File: src/rtl/muldiv_sequencer.sv
// Sequences the shared multiplier/divisor: one request, one start pulse, then waits for
// the unit's fim handshake to write HI/LO, or raises a divide-by-zero/timeout exception.
module muldiv_sequencer #(
    parameter int unsigned TIMEOUT_CYCLES = 40,
    parameter int unsigned CNT_W          = 6
) (
    input  logic             clock,
    input  logic             reset,
    input  logic             req,
    input  logic             op,
    input  logic             mult_fim,
    input  logic             div_fim,
    input  logic             div_by_zero,
    output logic             busy,
    output logic             mult_start,
    output logic             div_start,
    output logic             hi_sel,
    output logic             lo_sel,
    output logic             hi_write,
    output logic             lo_write,
    output logic             done,
    output logic             exc_div_zero,
    output logic             exc_timeout,
    output logic [CNT_W-1:0] last_cycles
);

    localparam logic [2:0] IDLE   = 3'd0;
    localparam logic [2:0] START  = 3'd1;
    localparam logic [2:0] WAIT   = 3'd2;
    localparam logic [2:0] WRITE  = 3'd3;
    localparam logic [2:0] DONE   = 3'd4;
    localparam logic [2:0] ERR_DZ = 3'd5;
    localparam logic [2:0] ERR_TO = 3'd6;

    localparam logic [CNT_W-1:0] LAST_WAIT = CNT_W'(TIMEOUT_CYCLES - 1);

    logic [2:0]       state;
    logic [2:0]       stateNext;
    logic             opQ;
    logic [CNT_W-1:0] counter;
    logic             selFim;

    assign selFim = opQ ? div_fim : mult_fim;

    // Divide-by-zero outranks fim, and fim on the final allowed cycle outranks timeout.
    always_comb begin
        stateNext = state;
        case (state)
            IDLE:   if (req) stateNext = START;
            START:  stateNext = WAIT;
            WAIT: begin
                if (opQ && div_by_zero)     stateNext = ERR_DZ;
                else if (selFim)            stateNext = WRITE;
                else if (counter == LAST_WAIT) stateNext = ERR_TO;
            end
            WRITE:  stateNext = DONE;
            DONE:   stateNext = IDLE;
            ERR_DZ: stateNext = IDLE;
            ERR_TO: stateNext = IDLE;
            default: stateNext = IDLE;
        endcase
    end

    always_ff @(posedge clock or posedge reset) begin
        if (reset) begin
            state       <= IDLE;
            opQ         <= 1'b0;
            counter     <= '0;
            last_cycles <= '0;
        end else begin
            state <= stateNext;
            if (state == IDLE && req) opQ <= op;
            if (state == START) begin
                counter <= '0;
            end else if (state == WAIT && stateNext == WAIT) begin
                counter <= counter + CNT_W'(1);
            end
            if (state == WAIT && stateNext == WRITE) last_cycles <= counter + CNT_W'(1);
        end
    end

    always_comb begin
        busy         = (state != IDLE);
        mult_start   = (state == START) && !opQ;
        div_start    = (state == START) && opQ;
        hi_sel       = busy && opQ;
        lo_sel       = busy && opQ;
        hi_write     = (state == WRITE);
        lo_write     = (state == WRITE);
        done         = (state == DONE);
        exc_div_zero = (state == ERR_DZ);
        exc_timeout  = (state == ERR_TO);
    end

endmodule

File: config.mk
export PLATFORM = sky130hd
export DESIGN_NAME = muldiv_sequencer
export DESIGN_NICKNAME = d
export VERILOG_FILES = /design/src/rtl/muldiv_sequencer.sv
export SDC_FILE = /design/constraint.sdc
export NUM_CORES = 1
export LEC_CHECK = 0
export BUFFER_PORTS_ARGS = -buffer_cell sky130_fd_sc_hd__buf_4
export CORE_MARGIN = 2
export CORE_UTILIZATION = 54
export DETAILED_ROUTE_END_ITERATION = 10
export PLACE_DENSITY = 0.81
export SETUP_SLACK_MARGIN = 0.2
export SYNTH_ARGS = -nofsm -noshare
export SYNTH_HDL_FRONTEND = slang
export SYNTH_SLANG_ARGS = --single-unit
File: constraint.sdc
create_clock -name clock -period 3.2 [get_ports clock]
set_clock_uncertainty 0.2 [all_clocks]
set_input_delay 0.32 -clock clock [delete_from_list [all_inputs] [get_ports clock]]
set_output_delay 0.32 -clock clock [all_outputs]
set_load 0.03 [all_outputs]
==> impl_metrics.toml <==
[place]
gp_congestion = 0.856
io_buffers = 22
post-place-ws_ns = 1.24
dp_hpwl_um = 1330
place_inst = 120

[worst_setup_path]
end_kind = "output pin"
crit_required_ns = 2.68
cp-start-kind = "flop"
crit_type = "reg2out"
crit_fanout = 11
arrival_ns = 1.64

[synthesis]
ys_ff_latch = 16
syn-mean-instance-area_um2 = 10.3
synth_edf_count = 0
synth-main-ff-cell = "dfrtp_1"
synth_fp_nets = 95
synth_cells = 87
ys_seq_area_frac = 0.449
syn_area_um2 = 892
ys_types = 32
ys_async_sr_fraction = 1.00
synth_warnings = 0

[route]
drtAntennaViolNets = 0
via_count = 700
dr.pass1.iters = 4
routed_wl_um = 1750
drcViolationCount = 0
via_per_inst = 5.60
drt_iter0_drc = 12
wl_per_cell_um = 14.0

[global_route]
overflow = 0
grt_pass1_wl_um = 2870
grt_pass1_vias = 660
antenna_found_initial = 0
track_usage = 0.201
grt_max_degree = 17

[sta]
setup_viol = 0
grt_setup_unrepaired = "no"
period_share = 0.676
drv_slew = 0
fmax_mhz = 462
setup_slack_ns = 1.04
finalHoldViolCount = 0
setup_tns_ns = 0
slew_headroom = 0.593
tightest_slew_ns = 0.610
period_needed_ns = 2.16

[power]
irDropWorstVdd_mv = 0.611
swShare = 0.446
p_leak_nw = 0.518
power_density_nw_per_um2 = 843
p_int_mw = 0.511
power_mw = 0.922
clkPwrFrac = 0.144
pwr-share-seq = 0.351
combPwrFrac = 0.505
netSwitchingPower_mw = 0.411

[floorplan]
die_w_um = 44.6
die_h_um = 44.6
initial_utilization = 0.585
rows = 14
io_pins = 23
dieArea_um2 = 1990
core_area_um2 = 1520

[clock_tree]
root_buffer = "clkbuf_4"
clk_path_buf_depth = 2
postCtsSetupRepairBufs = 0
cts_tree = "done"
clock_latency_ns = 0.28
numCtsBuffers = 3
clk_pin_slew_ns = 0.09
htree_levels = 1
clock-sinks = 16

[cells_and_area]
syn_to_final_growth_pct = 22.6
final_layout_size_suffix_gt1_frac = 0.339
nets = 118
antenna_cells = 0
finalNonFillerCells = 125
num-fill-cells = 115

[outcome]
status = "completed"

[job]
cap_violations = 0

[hold_path]
hold_class = "in2reg"
-- power groups by stage --
stage	logic, mW	registers [mW]	clock network (mW)
floorplan	0.336	0.327	0
finish	0.465	0.324	0.133
global route	0.497	0.334	0.147
global placement	0.463	0.322	0
detailed placement	0.466	0.326	0
CTS	0.469	0.322	0.137
-- final cells by class --
type                            instances  area (um^2)  area share
Clock buffer                            4         36.3      0.0332
Tap cell                               16         20.0      0.0183
Timing Repair Buffer                   23          175       0.160
Sequential cell                        16          400       0.366
Inverter                                6         22.5      0.0206
Multi-Input combinational cell         60          439       0.402
-- worst paths after layout --
| path | startpoint | to | slack, ns | cells past startpoint |
|---|---|---|---|---|
| hold / removal | op | opQ | 0.07 | 2 |
| setup / recovery | state[0] | div_start | 1.04 | 3 |
| min in group asynchronous | reset | state[2] | 0.45 | 3 |
| hold reg to reg | last_cycles[5] | last_cycles[5] | 0.31 | 1 |
| max in group asynchronous | reset | last_cycles[2] | 1.95 | 3 |
| setup reg to reg | state[2] | last_cycles[1] | 1.24 | 4 |
-- stage by stage --
stage | util | hold WS [ns] | area, um^2
3_3_place_gp | 0.687 | 0.228 | 1050
6_report | 0.718 | 0.0686 | 1090
5_1_grt | 0.718 | 0.0645 | 1090
2_1_floorplan | - | 0.0337 | 892
3_5_place_dp | 0.687 | 0.231 | 1050
4_1_cts | 0.718 | 0.0597 | 1090
-- cells in the final DEF (no fill, tap or decap), types with 3 or more instances in the layout --
| cell type | instances |
|---|---|
| nor3b_1 | 4 |
| clkbuf_4 | 3 |
| dfrtp_1 | 16 |
| a21oi_1 | 4 |
| xnor2_1 | 3 |
| inv_1 | 6 |
| buf_4 | 22 |
| mux2_2 | 6 |
| o21ai_0 | 3 |
| mux2i_1 | 3 |
| nor2_1 | 4 |
| nor3_1 | 4 |
| nand2_1 | 5 |
-- per-layer routing --
layer  GRT usage  up-vias  wire, um  part of all wire
met5           0        -         0                 0
met4      0.0727        0         8            0.0046
met3      0.0367        2        84             0.048
met2       0.310       16       873              0.50
met1       0.279      331       785              0.45
li1            -      351         -                 -
-- flip-flops by register name (all words and copies together) (netlist names) --
| register | cells |
|---|---|
| counter | 6 |
| last_cycles | 6 |
| opQ | 1 |
| state | 3 |
-- critical path, stage by stage, from the launching register on --
cell and delay (ns):
dfrtp_1 0.52, nor3b_1 0.47, and2_1 0.21, buf_4 0.16
-- timing repair --
item / in CTS / in global routing
gates resized for setup: 0 / 0
endpoints found under the hold margin: 16 / 0
hold buffers: 1 / 0
-- synthesized netlist by cell type (all sizes together), types with 2 or more instances --
master	instances	area, um^2
or3	2	12.5
dfrtp	16	400
mux2	6	67.6
xnor2	3	26.3
a21oi	4	20.0
nand2	5	18.8
o211ai	2	15.0
and2	2	12.5
nor2	4	15.0
nand3	2	10.0
buf	3	22.5
nor3b	6	61.3
mux2i	3	30.0
clkbuf	2	7.51
nor3	5	30.0
o31ai	2	15.0
o21ai	4	23.8
inv	6	22.5
-- cells by family (layout without fill, tap and decap cells) --
| group | Yosys count | in the layout | synth area share |
|---|---|---|---|
| fa+ha+maj | 1 | 1 | 0.0140 |
| simple gates | 31 | 31 | 0.219 |
| buf+inv | 11 | 33 | 0.0589 |
| mux | 9 | 9 | 0.109 |
| flops | 16 | 16 | 0.449 |
| xor+xnor | 4 | 4 | 0.0393 |
| compound gates | 15 | 15 | 0.111 |
Power figures use the tool's default switching activity.
